===== src/rtl/req_pkg.sv =====
// Shared sizing constants and FSM state encoding for the request-capture block.
package req_pkg;
    localparam int NUM_REQ = 8;
    localparam int CODE_W  = 3;
    localparam int DROP_W  = 8;

    typedef enum logic [0:0] {
        ST_IDLE    = 1'b0,
        ST_PRESENT = 1'b1
    } state_e;
endpackage


===== src/rtl/encoder8_3.sv =====
// Eight-to-three one-hot encoder; an all-zero or multi-hot input yields code 0.
module encoder8_3
    import req_pkg::*;
(
    input  logic [NUM_REQ-1:0] onehot,
    output logic [CODE_W-1:0]  code
);

    // Map each legal one-hot pattern to its bit index.
    always_comb begin
        code = 3'd0;
        case (onehot)
            8'b0000_0001: code = 3'd0;
            8'b0000_0010: code = 3'd1;
            8'b0000_0100: code = 3'd2;
            8'b0000_1000: code = 3'd3;
            8'b0001_0000: code = 3'd4;
            8'b0010_0000: code = 3'd5;
            8'b0100_0000: code = 3'd6;
            8'b1000_0000: code = 3'd7;
            default:      code = 3'd0;
        endcase
    end

endmodule


===== src/rtl/req_capture_onehot.sv =====
// Captures rising edges on level request lines into a pending set and presents
// them one at a time, highest index first, over a valid/ready one-hot output.
module req_capture_onehot #(
    parameter int NUM_REQ = req_pkg::NUM_REQ,
    parameter int CODE_W  = req_pkg::CODE_W,
    parameter int DROP_W  = req_pkg::DROP_W
) (
    input  logic               clk,
    input  logic               rst_n,
    input  logic [NUM_REQ-1:0] req_in,
    input  logic               out_ready,
    output logic               out_valid,
    output logic [NUM_REQ-1:0] out_onehot,
    output logic [CODE_W-1:0]  out_code,
    output logic [NUM_REQ-1:0] pending_o,
    output logic [DROP_W-1:0]  drop_cnt
);

    function automatic logic [NUM_REQ-1:0] pick_highest(input logic [NUM_REQ-1:0] vec);
        logic [NUM_REQ-1:0] sel;
        sel = {NUM_REQ{1'b0}};
        for (int i = 0; i < NUM_REQ; i++) begin
            if (vec[i]) begin
                sel    = {NUM_REQ{1'b0}};
                sel[i] = 1'b1;
            end else begin
                sel = sel;
            end
        end
        return sel;
    endfunction

    function automatic logic [CODE_W:0] count_ones(input logic [NUM_REQ-1:0] vec);
        logic [CODE_W:0] cnt;
        cnt = {(CODE_W+1){1'b0}};
        for (int i = 0; i < NUM_REQ; i++) begin
            cnt = cnt + {{CODE_W{1'b0}}, vec[i]};
        end
        return cnt;
    endfunction

    req_pkg::state_e state_r, state_nxt_s;

    logic [NUM_REQ-1:0]       req_prev_r;
    logic [NUM_REQ-1:0]       pending_r;
    logic [NUM_REQ-1:0]       pending_nxt_s;
    logic [NUM_REQ-1:0]       edge_s;
    logic [NUM_REQ-1:0]       winner_s;
    logic [CODE_W-1:0]        winner_code_s;
    logic [NUM_REQ-1:0]       load_mask_s;
    logic [NUM_REQ-1:0]       drop_vec_s;
    logic [CODE_W:0]          drop_num_s;
    logic [DROP_W+CODE_W:0]   drop_sum_s;
    logic [DROP_W-1:0]        drop_cnt_r;
    logic [DROP_W-1:0]        drop_nxt_s;
    logic                     load_s;
    logic                     clear_s;
    logic                     out_valid_r;
    logic [NUM_REQ-1:0]       out_onehot_r;
    logic [CODE_W-1:0]        out_code_r;

    assign edge_s   = req_in & ~req_prev_r;
    assign winner_s = pick_highest(pending_r);

    encoder8_3 u_enc (
        .onehot (winner_s),
        .code   (winner_code_s)
    );

    // Handshake FSM: decides when a new winner is loaded or the output is cleared.
    always_comb begin
        state_nxt_s = state_r;
        load_s      = 1'b0;
        clear_s     = 1'b0;
        case (state_r)
            req_pkg::ST_IDLE: begin
                if (|pending_r) begin
                    load_s      = 1'b1;
                    state_nxt_s = req_pkg::ST_PRESENT;
                end else begin
                    state_nxt_s = req_pkg::ST_IDLE;
                end
            end
            req_pkg::ST_PRESENT: begin
                if (out_ready) begin
                    if (|pending_r) begin
                        load_s = 1'b1;
                    end else begin
                        clear_s     = 1'b1;
                        state_nxt_s = req_pkg::ST_IDLE;
                    end
                end else begin
                    state_nxt_s = req_pkg::ST_PRESENT;
                end
            end
            default: begin
                clear_s     = 1'b1;
                state_nxt_s = req_pkg::ST_IDLE;
            end
        endcase
    end

    // Pending update and drop accounting; a new edge beats a same-cycle load.
    always_comb begin
        load_mask_s = {NUM_REQ{1'b0}};
        if (load_s) begin
            load_mask_s = winner_s;
        end else begin
            load_mask_s = {NUM_REQ{1'b0}};
        end
        drop_vec_s    = edge_s & pending_r & ~load_mask_s;
        pending_nxt_s = (pending_r & ~load_mask_s) | edge_s;
        drop_num_s    = count_ones(drop_vec_s);
        drop_sum_s    = {{(CODE_W+1){1'b0}}, drop_cnt_r} + {{DROP_W{1'b0}}, drop_num_s};
        drop_nxt_s    = drop_cnt_r;
        if (drop_sum_s > {{(CODE_W+1){1'b0}}, {DROP_W{1'b1}}}) begin
            drop_nxt_s = {DROP_W{1'b1}};
        end else begin
            drop_nxt_s = drop_sum_s[DROP_W-1:0];
        end
    end

    // FSM state register.
    always_ff @(posedge clk or negedge rst_n) begin
        if (!rst_n) begin
            state_r <= req_pkg::ST_IDLE;
        end else begin
            state_r <= state_nxt_s;
        end
    end

    // Edge-detect history, pending set and saturating drop counter.
    always_ff @(posedge clk or negedge rst_n) begin
        if (!rst_n) begin
            req_prev_r <= {NUM_REQ{1'b0}};
            pending_r  <= {NUM_REQ{1'b0}};
            drop_cnt_r <= {DROP_W{1'b0}};
        end else begin
            req_prev_r <= req_in;
            pending_r  <= pending_nxt_s;
            drop_cnt_r <= drop_nxt_s;
        end
    end

    // Output register: load a winner, clear on return to idle, otherwise hold.
    always_ff @(posedge clk or negedge rst_n) begin
        if (!rst_n) begin
            out_valid_r  <= 1'b0;
            out_onehot_r <= {NUM_REQ{1'b0}};
            out_code_r   <= {CODE_W{1'b0}};
        end else begin
            out_valid_r <= (state_nxt_s == req_pkg::ST_PRESENT);
            if (load_s) begin
                out_onehot_r <= winner_s;
                out_code_r   <= winner_code_s;
            end else if (clear_s) begin
                out_onehot_r <= {NUM_REQ{1'b0}};
                out_code_r   <= {CODE_W{1'b0}};
            end else begin
                out_onehot_r <= out_onehot_r;
                out_code_r   <= out_code_r;
            end
        end
    end

    assign out_valid  = out_valid_r;
    assign out_onehot = out_onehot_r;
    assign out_code   = out_code_r;
    assign pending_o  = pending_r;
    assign drop_cnt   = drop_cnt_r;

endmodule

===== config.mk =====
export PLATFORM = sky130hd
export DESIGN_NAME = req_capture_onehot
export DESIGN_NICKNAME = d
export VERILOG_FILES = /design/src/rtl/req_pkg.sv /design/src/rtl/encoder8_3.sv /design/src/rtl/req_capture_onehot.sv
export SDC_FILE = /design/constraint.sdc
export NUM_CORES = 1
export LEC_CHECK = 0
export BUFFER_PORTS_ARGS = -buffer_cell sky130_fd_sc_hd__clkbuf_2
export CAP_MARGIN = 20
export CORE_MARGIN = 5
export CORE_UTILIZATION = 35
export CTS_CLUSTER_DIAMETER = 150
export DETAILED_ROUTE_END_ITERATION = 7
export PLACE_DENSITY = 0.59
export SLEW_MARGIN = 0
export SYNTH_ARGS = -nofsm -noshare
export SYNTH_HDL_FRONTEND = slang
export SYNTH_SLANG_ARGS = --single-unit

===== constraint.sdc =====
create_clock -name clk -period 4.2 [get_ports clk]
set_input_delay 0 -clock clk [delete_from_list [all_inputs] [get_ports clk]]
set_output_delay 0 -clock clk [all_outputs]
set_load 0.005 [all_outputs]

==> qor.yml <==
worst-setup-path-type: "flop to flop"
syn_inst: 162
start_util: 0.363
max_freq_mhz: 243
worstMarginPinSlew_ns: 0.883
ff_latch_area_um2: 901
tns_ns: 0
cts_buffer_depth: 2
synth_compound_area_frac: 0.186
p_leak_nw: 1.11
crit_buf_inv: 3
multi_input_area_um2: 827
clk_pin_slew_ns: 0.07
synth_top_family_by_area: "compound AO/OA/AOI/OAI gates"
grt_pass1_wl_mm: 6.35
critPathMaxStageDelay_ns: 0.56
slew_violations: 0
num_rows: 25
grt_util_all_layers: 0.132
num_antenna_cells: 0
cp_slowest_cell: "fa_1"
path_cells: "or3_4 > o21ai_4 > nor3_2 > fa_1 > inv_2 > fa_1 > inv_2 > fa_1 > fa_2 > inv_2 > fa_2 > nor2b_2 > o21a_2 > o21ai_2 > mux2_4"
grt_max_degree: 37
synth.area.top_cells: "dfrtp_1 52%, fa_1 5.8%, o21ai_0 5.2%"
avgSynthCellArea_um2: 10.7
crit_fanout: 4
cp-end-kind: "flop"
dieHeight_um: 80.2
core_area_um2: 4750
port_buffers: 38
dr.pass1.iters: 4
ys_seq_elements: 36
grt_setup_unrepaired: "true"
post_drt_wl_per_cell_um: 13.1
area_growth_pct: 35.0
final_layout_size_suffix_gt1_frac: 0.360
overflow: 0
yosysWarnings: 0
final-setup-viol-count: 0
cp-start-kind: "flop"
synth_seq_area_share: 0.522
drtIter0Drc: 56
synthSimpleGateAreaFrac: 0.141
worstHoldPathType: "primary input to flop"
synth-adder-area-share: 0.101
place_congestion: 0.801
synth_top_area_frac: 0.522
cts_sinks: 36
fp.dieArea_um2: 6440
h-tree-depth: 2
layout.nets: 250
post-place-ws_ns: 0.0258
grt_pass1_vias: 1349
cp_data_required_time_ns: 4.37
min_period_ns: 4.12
numCtsBuffers: 5
crit_family: "adder cells"
routed_wl_mm: 3.86
reg2reg_slack_ns: 0.08
ys_types: 33
synth_mux_area_frac: 0.00652
syn_area_um2: 1730
drtAntennaViolNets: 0
status: "finished clean"
synth_xor_area_frac: 0.00507
fin_crit_sh: 0.981
cap_viol_max_count: 0
cts_root_buf: "clkbuf_8"
viasPerCell: 4.72
io_pins: 39
hold_violations: 0
die_w_um: 80.2
arrival_ns: 4.29
synth_nets: 184
tritoncts: "built"
nFillCells: 482
drc: 0
synth_area_leader_cell: "dfrtp_1"
worst_slack_ns: 0.0814
vias: 1392
ir_worst_vdd_mv: 0.316
antenna_found_initial: 0
powerDensity_nw_per_um2: 489
relSlewSlack: 0.411
final.setup_skew_ns: 0.00710
clk_latency_ns: 0.29
dpl.hpwl_mm: 2.91
[routing by layer]
metal / global-route usage / part of all wire / up-vias
li1: - / - / 698
met4: 0.0709 / 0.020 / 0
met1: 0.161 / 0.42 / 649
met3: 0.0370 / 0.068 / 8
met2: 0.209 / 0.49 / 37
met5: 0 / 0 / -
[per-stage QoR]
stage	area [um2]	power (mW)	hold WS, ns	util	cells
after floorplan	1740	0.720	-0.296	-	162
after global placement	2100	0.867	0.126	0.442	278
after detailed placement	2100	0.867	0.124	0.442	278
after CTS	2270	1.11	0.000459	0.477	294
after global routing	2330	1.25	0.0356	0.490	295
final	2330	1.14	0.00755	0.490	295
[synth_stat cells]
| library cell | n |
|---|---|
| or4_4 | 1 |
| o41ai_4 | 1 |
| nor2_1 | 10 |
| a21o_2 | 1 |
| nor3_1 | 8 |
| or3_4 | 1 |
| nand2_1 | 15 |
| buf_6 | 1 |
| ha_1 | 6 |
| a21oi_1 | 10 |
| a32o_1 | 1 |
| or3_1 | 3 |
| a21o_1 | 1 |
| dfrtp_1 | 36 |
| a31oi_1 | 1 |
| a22oi_1 | 2 |
| o31ai_1 | 3 |
| mux2_2 | 1 |
| o21bai_1 | 1 |
| o21a_1 | 2 |
| o21ai_0 | 18 |
| inv_1 | 14 |
| o2111ai_1 | 1 |
| fa_1 | 5 |
| clkbuf_1 | 1 |
| a22o_1 | 4 |
| xor2_1 | 1 |
| nor2b_1 | 3 |
| nand2b_1 | 6 |
| a311oi_1 | 1 |
| and2_1 | 1 |
| nand3_1 | 1 |
| a211oi_1 | 1 |
[cells by family after synthesis]
kind of cell / count (synthesis)
xor+xnor: 1
fa+ha+maj: 11
flops: 36
compound gates: 48
buf+inv: 16
mux: 1
simple gates: 49
[tightest hold or removal path, stage by stage]
cell and delay, ns:
clkbuf_2 0.12, a22oi_1 0.07, o21ai_0 0.07
[repair_timing]
| action | CTS | global route |
|---|---|---|
| setup buffers | 0 | 1 |
| hold buffers | 9 | 0 |
| setup endpoints to repair | 0 | 7 |
| resized for setup | 0 | 20 |
| hold endpoints to repair | 52 | 0 |
[path summary, 6_finish.rpt]
kind	startpoint	endpoint	cells past startpoint
max	pending_o[3]$_DFF_PN0_	drop_cnt[6]$_DFF_PN0_	15
min	out_ready	out_onehot[6]$_DFFE_PN0P_	3
max reg2reg	pending_o[3]$_DFF_PN0_	drop_cnt[6]$_DFF_PN0_	15
min reg2reg	req_prev_r[7]$_DFF_PN0_	pending_o[7]$_DFF_PN0_	1
max in group asynchronous	rst_n	req_prev_r[2]$_DFF_PN0_	2
min in group asynchronous	rst_n	out_onehot[4]$_DFFE_PN0P_	2
[sequential cells by signal, summed over array words and instances, names as in the netlist]
register and count:
drop_cnt 8, pending_o 8, out_valid 1, req_prev_r 8, out_onehot 8, out_code 3
[report_power, final]
part           total (mW)  switching (mW)  internal [mW]
combinational       0.457           0.235          0.222
sequential          0.456          0.0488          0.407
clock               0.227           0.115          0.113
[cells in the final DEF, fill, tap and decap left out, drive strengths merged, types with 2 or more instances in the layout]
cell          n
o21ai        18
dlygate4sd3   9
nor3          8
dfrtp        36
nand2b        6
ha            6
a21oi        10
o21a          2
a22o          4
nand2        15
nor2         10
fa            5
o31ai         3
a21o          2
inv          14
or3           4
nor2b         3
buf          14
a22oi         2
clkbuf       44
[final cells by class]
type | instances | share of cell area
Sequential cell | 36 | 0.386
Multi-Input combinational cell | 110 | 0.355
Timing Repair Buffer | 61 | 0.167
Tap cell | 67 | 0.0360
Clock buffer | 6 | 0.0311
Inverter | 14 | 0.0225
Clock inverter | 1 | 0.00215
(Power assumes the default switching activity.)
